[config.mk]
export PLATFORM = sky130hd
export DESIGN_NAME = muldiv_unit
export DESIGN_NICKNAME = d
export VERILOG_FILES = /design/src/rtl/muldiv_unit.sv
export SDC_FILE = /design/constraint.sdc
export NUM_CORES = 1
export LEC_CHECK = 0
export CELL_PAD_IN_SITES_DETAIL_PLACEMENT = 1
export CELL_PAD_IN_SITES_GLOBAL_PLACEMENT = 1
export CORE_MARGIN = 2
export CORE_UTILIZATION = 35
export DETAILED_ROUTE_END_ITERATION = 7
export PLACE_DENSITY = 0.74
export SLEW_MARGIN = 20
export SYNTH_ARGS = -nofsm -noshare
export SYNTH_HDL_FRONTEND = slang
export SYNTH_SLANG_ARGS = --single-unit
export TNS_END_PERCENT = 1
[constraint.sdc]
create_clock -name clk -period 4.55 [get_ports clk]
set_input_delay 0.455 -clock clk [delete_from_list [all_inputs] [get_ports clk]]
set_output_delay 0.455 -clock clk [all_outputs]
set_load 0.01 [all_outputs]
[src/rtl/muldiv_unit.sv]
// Iterative signed/unsigned multiply/divide engine producing {hi, lo} for the HI/LO file.
// Optional macro MULDIV_FAST_MULT_EN: single-cycle MULT/MULTU through a synthesised multiplier.
module muldiv_unit #(
  parameter int WIDTH = 32,
  parameter int CNT_W = 6
) (
  input  logic             clk,
  input  logic             rst,
  input  logic             start,
  input  logic [1:0]       op,
  input  logic [WIDTH-1:0] num1,
  input  logic [WIDTH-1:0] num2,
  input  logic             cancel,
  output logic             busy,
  output logic             done,
  output logic [WIDTH-1:0] hi,
  output logic [WIDTH-1:0] lo,
  output logic             div_zero
);

  typedef enum logic [1:0] {
    S_IDLE = 2'd0,
    S_BUSY = 2'd1,
    S_FIX  = 2'd2,
    S_DONE = 2'd3
  } state_t;

  state_t                 state_q;
  logic [1:0]             op_q;
  logic [WIDTH-1:0]       num1_q;
  logic [WIDTH-1:0]       a_q;
  logic [WIDTH-1:0]       b_q;
  logic [2*WIDTH-1:0]     acc_q;
  logic [CNT_W-1:0]       cnt_q;
  logic                   neg_res_q;
  logic                   neg_rem_q;
  logic                   dz_q;
  logic                   busy_q;
  logic                   done_q;
  logic [WIDTH-1:0]       hi_q;
  logic [WIDTH-1:0]       lo_q;
  logic                   div_zero_q;

  logic                   signed_s;
  logic                   n1_neg_s;
  logic                   n2_neg_s;
  logic [WIDTH-1:0]       mag1_s;
  logic [WIDTH-1:0]       mag2_s;
  logic                   fast_s;
  logic [2*WIDTH-1:0]     fast_prod_s;
  logic [WIDTH:0]         mul_sum_s;
  logic [2*WIDTH:0]       div_sh_s;
  logic [WIDTH:0]         div_diff_s;
  logic [2*WIDTH-1:0]     acc_d;
  logic [2*WIDTH-1:0]     mul_res_s;
  logic [WIDTH-1:0]       fix_hi_d;
  logic [WIDTH-1:0]       fix_lo_d;

  // Operand magnitudes and optional single-cycle product for the incoming request
  always_comb begin
    signed_s = ~op[0];
    n1_neg_s = signed_s & num1[WIDTH-1];
    n2_neg_s = signed_s & num2[WIDTH-1];
    mag1_s   = n1_neg_s ? (~num1 + {{(WIDTH-1){1'b0}}, 1'b1}) : num1;
    mag2_s   = n2_neg_s ? (~num2 + {{(WIDTH-1){1'b0}}, 1'b1}) : num2;
`ifdef MULDIV_FAST_MULT_EN
    fast_s      = ~op[1];
    fast_prod_s = {{WIDTH{n1_neg_s}}, num1} * {{WIDTH{n2_neg_s}}, num2};
`else
    fast_s      = 1'b0;
    fast_prod_s = '0;
`endif
  end

  // One radix-2 step: shift-add multiply or restoring shift-subtract divide
  always_comb begin
    if (acc_q[0]) begin
      mul_sum_s = {1'b0, acc_q[2*WIDTH-1:WIDTH]} + {1'b0, a_q};
    end else begin
      mul_sum_s = {1'b0, acc_q[2*WIDTH-1:WIDTH]};
    end
    div_sh_s   = {acc_q, 1'b0};
    div_diff_s = div_sh_s[2*WIDTH:WIDTH] - {1'b0, b_q};
    if (!op_q[1]) begin
      acc_d = {mul_sum_s, acc_q[WIDTH-1:1]};
    end else if (div_diff_s[WIDTH]) begin
      acc_d = div_sh_s[2*WIDTH-1:0];
    end else begin
      acc_d = {div_diff_s[WIDTH-1:0], div_sh_s[WIDTH-1:1], 1'b1};
    end
  end

  // Sign correction applied during FIX; divide-by-zero returns all ones and the raw dividend
  always_comb begin
    mul_res_s = neg_res_q ? (~acc_q + {{(2*WIDTH-1){1'b0}}, 1'b1}) : acc_q;
    if (!op_q[1]) begin
      fix_hi_d = mul_res_s[2*WIDTH-1:WIDTH];
      fix_lo_d = mul_res_s[WIDTH-1:0];
    end else if (dz_q) begin
      fix_hi_d = num1_q;
      fix_lo_d = '1;
    end else begin
      fix_lo_d = neg_res_q ? (~acc_q[WIDTH-1:0] + {{(WIDTH-1){1'b0}}, 1'b1})
                           : acc_q[WIDTH-1:0];
      fix_hi_d = neg_rem_q ? (~acc_q[2*WIDTH-1:WIDTH] + {{(WIDTH-1){1'b0}}, 1'b1})
                           : acc_q[2*WIDTH-1:WIDTH];
    end
  end

  // Control FSM with registered handshake and result outputs
  always_ff @(posedge clk) begin
    if (rst) begin
      state_q    <= S_IDLE;
      op_q       <= 2'd0;
      num1_q     <= '0;
      a_q        <= '0;
      b_q        <= '0;
      acc_q      <= '0;
      cnt_q      <= '0;
      neg_res_q  <= 1'b0;
      neg_rem_q  <= 1'b0;
      dz_q       <= 1'b0;
      busy_q     <= 1'b0;
      done_q     <= 1'b0;
      hi_q       <= '0;
      lo_q       <= '0;
      div_zero_q <= 1'b0;
    end else begin
      case (state_q)
        S_IDLE, S_DONE: begin
          done_q <= 1'b0;
          if (start && !cancel && fast_s) begin
            hi_q       <= fast_prod_s[2*WIDTH-1:WIDTH];
            lo_q       <= fast_prod_s[WIDTH-1:0];
            div_zero_q <= 1'b0;
            done_q     <= 1'b1;
            busy_q     <= 1'b0;
            state_q    <= S_DONE;
          end else if (start && !cancel) begin
            op_q      <= op;
            num1_q    <= num1;
            a_q       <= mag1_s;
            b_q       <= mag2_s;
            acc_q     <= {{WIDTH{1'b0}}, (op[1] ? mag1_s : mag2_s)};
            cnt_q     <= CNT_W'(WIDTH - 1);
            neg_res_q <= n1_neg_s ^ n2_neg_s;
            neg_rem_q <= n1_neg_s;
            dz_q      <= op[1] & (num2 == '0);
            busy_q    <= 1'b1;
            state_q   <= S_BUSY;
          end else begin
            busy_q  <= 1'b0;
            state_q <= S_IDLE;
          end
        end
        S_BUSY: begin
          if (cancel) begin
            busy_q  <= 1'b0;
            state_q <= S_IDLE;
          end else begin
            acc_q <= acc_d;
            cnt_q <= cnt_q - {{(CNT_W-1){1'b0}}, 1'b1};
            if (cnt_q == '0) begin
              state_q <= S_FIX;
            end else begin
              state_q <= S_BUSY;
            end
          end
        end
        S_FIX: begin
          busy_q <= 1'b0;
          if (cancel) begin
            state_q <= S_IDLE;
          end else begin
            hi_q       <= fix_hi_d;
            lo_q       <= fix_lo_d;
            div_zero_q <= dz_q;
            done_q     <= 1'b1;
            state_q    <= S_DONE;
          end
        end
        default: begin
          busy_q  <= 1'b0;
          done_q  <= 1'b0;
          state_q <= S_IDLE;
        end
      endcase
    end
  end

  assign busy     = busy_q;
  assign done     = done_q;
  assign hi       = hi_q;
  assign lo       = lo_q;
  assign div_zero = div_zero_q;

endmodule
==> results.yml <==
outcome:
  status: "finished, final reports clean"
logic_synthesis:
  syn_avg_cell_area_um2: 7.51
  synth_top_area_cell: "dfxtp_1"
  yosysSeqAreaShare: 0.276
  syn_inst: 2294
  synth_edf_count: 0
  ys_types: 77
  synth_warnings: 0
  synth-seq-cells: 238
  async_reset_ff_frac: 0
  synth.area.top_cells: "dfxtp_1 (28%), a21oi_1 (6.0%), xor2_1 (5.5%)"
  yosysTopAreaCellShare: 0.276
  synth-xor-area-share: 0.0935
  syn_nets: 2437
  ys.flop_type: "dfxtp_1"
  synth_top_family_by_area: "compound AO/OA/AOI/OAI gates"
  synth-adder-area-share: 0.0539
  synth_compound_area_frac: 0.285
  muxShareOfSynthArea: 0.0436
  syn-cell-area_mm2: 0.0172
  yosys.area_share.simple: 0.193
global_routing:
  grt_first_pass_wirelength_um: 114000
  busiest_layer: "met2"
  grtUsageMet3: 0.0461
  use_met2: 0.469
  use_met1: 0.397
  grt_max_degree: 121
  antenna_found_initial: 1
  grt_pass1_vias: 18200
  grtUsageTotal: 0.293
  overflow: 0
critical_path:
  timing.rr.start: "acc_q[31]"
  cp-start-kind: "register"
  r2r_cells: 13
  timing.reg2reg.setup_slack_ns: 0.37
  arrival_ns: 4.65
  crit_end: "acc_q[33]"
  startpoint: "acc_q[31]"
  path_max_fanout: 21
  endpoint_kind: "register"
  critical_path_class: "register to register"
  r2r-end: "acc_q[33]"
  worst-endpoint-required_ns: 5.01
drt:
  post_drt_wl_per_cell_um: 25.2
  vias: 18300
  firstDrtPassIters: 5
  drt_wl_total_um: 76100
  final_antenna_net_count: 0
  drt_iter0_markers: 1435
  post_drt_via_cell_ratio: 6.05
  drc: 0
power_and_ir_drop:
  p_sw_frac: 0.300
  power_switching_mw: 1.85
  powerDensity_mw_per_mm2: 303
  internal-power_mw: 4.32
  vdd_drop_max_uv: 314
  combPwrFrac: 0.182
  clockPowerShare: 0.450
  power.leakage_nw: 7.70
  seqPwrFrac: 0.368
hold_path:
  min_path_type: "input pin to register"
  hp-start: "rst"
place:
  dp_hpwl_um: 57500
  routabilityCongestion: 0.967
  dpl_cell_area_mm2: 0.0192
  port_buffers: 136
timing:
  setup_viol: 0
  worstMarginPinSlew_ns: 1.06
  finalSetupTns_ns: 0
  rsz0062_at_grt: "false"
  period_needed_ns: 4.18
  skew_ns: 0.0300
  period_share: 0.919
  slew_headroom: 0.293
  fmax_mhz: 239
  finalMaxSlewViolations: 0
  hold_violations: 0
  whs_ns: 0.394
die:
  io_pins: 137
  row_count: 81
  dieArea_mm2: 0.0510
  die_x_um: 226
  dieHeight_um: 226
  start_util: 0.354
  core_area_mm2: 0.0487
job:
  drv_cap: 0
layout:
  drive_above_1_share: 0.0772
  num-fill-cells: 5952
  final_cell_mix: "nand2_1 (235), dfxtp_1 (235), nor2_1 (216)"
  final_net_count: 2480
  layout.area.seq_mm2: 0.00477
  diodes: 0
  multiInputGateArea_mm2: 0.0116
  postLayoutCellArea_mm2: 0.0204
  syn_to_final_growth_pct: 18.1
clock_network:
  cts_hold_buf: 0
  htreeDepth: 1
  cts_made_buffers: 29
  cts-root-buf: "clkbuf_16"
  clockBufferDepth: 3
  cts.clk_slew.worst_paths_ns: 0.06
  cts_tree: "yes"
  clock_latency_ns: 0.60
  cts.repair.resized: 0
  post_cts_buffers: 0
  clock-sinks: 238
==> cells in the mapped netlist (7+ instances only) <==
library cell,n
ha_1,71
and3_1,10
o21ai_1,9
a31oi_1,25
nand3_1,37
mux2_2,32
nor2b_1,17
or2_2,10
nor3_1,58
o31ai_1,31
a2111oi_0,7
or3_1,22
o21a_1,8
mux2i_1,39
and2_1,7
a21o_1,41
nor3b_1,7
nand4_1,10
o22ai_1,16
o41ai_1,20
nor2_1,218
o211ai_1,25
a22o_1,10
a22oi_1,9
nand2b_1,16
nor4_1,15
nand3b_1,7
clkbuf_1,163
xnor2_1,75
xor2_1,109
buf_1,16
inv_1,61
a21oi_1,208
nand2_1,235
or4_1,17
a211oi_1,113
o21ai_0,176
dfxtp_1,238
==> cell type report <==
class	count	share of cell area
multi-input cells	1809	0.567
well taps	664	0.0408
clock inverters	17	0.0165
inverters	62	0.0114
flip-flops and latches	238	0.234
repair buffers	197	0.0902
clock buffers	35	0.0393
==> per-stage QoR <==
step	instances	worst slack (ns)	power [mW]	utilization
6_report	3022	0.367	6.17	0.418
2_1_floorplan	2294	1.42	2.96	-
3_5_place_dp	2970	0.432	3.40	0.394
3_3_place_gp	2970	0.735	3.38	0.394
5_1_grt	3022	0.233	6.37	0.418
4_1_cts	3022	0.414	6.18	0.418
==> cells by family after synthesis <==
| kind of cell | count (synthesis) |
|---|---|
| AOI/OAI and AO/OA | 772 |
| and+or+nand+nor | 709 |
| buffers and inverters | 247 |
| DFF | 238 |
| xor gates and xnor gates | 184 |
| adders and majority gates | 73 |
| muxes | 71 |
==> flip-flops by register name, summed over array words and instances, names as in the netlist, 2 cells and up <==
| name | flops |
|---|---|
| acc_q | 64 |
| b_q | 32 |
| hi | 32 |
| lo | 32 |
| num1_q | 32 |
| a_q | 31 |
| cnt_q | 6 |
| state_q | 2 |
==> power by group through the flow <==
stage | combinational (mW) | clock, mW | sequential, mW
CTS | 1.10 | 2.81 | 2.26
finish | 1.13 | 2.78 | 2.27
global placement | 1.08 | 0 | 2.30
global route | 1.20 | 2.89 | 2.28
detailed placement | 1.09 | 0 | 2.31
floorplan | 0.702 | 0 | 2.26
==> per-layer routing <==
metal	part of all wire	up-vias
li1	-	8391
met1	0.44	9122
met2	0.45	634
met3	0.070	140
met4	0.038	2
met5	0.00016	-
==> worst max-delay path, stage by stage (launching register included) <==
cell      delay [ns]
dfxtp_1         0.44
inv_1           0.12
ha_1            0.22
fa_1            0.39
nand2b_1        0.21
a21o_1          0.22
a211o_1         0.29
a21oi_1         0.25
o211a_1         0.25
or3_1           0.29
nand2_1         0.57
buf_4           0.37
a211oi_1        0.27
o21ai_0         0.12
==> how the worst min path moves through the flow <==
stage,endpoint,slack [ns],cells past startpoint
after global routing,acc_q[31],0.39,2
after global placement,hi[2],0.44,1
after floorplan,num1_q[10],0.43,2
after detailed placement,hi[30],0.44,2
after CTS,acc_q[31],0.36,2
final,acc_q[31],0.39,2
(Power assumes the default switching activity.)
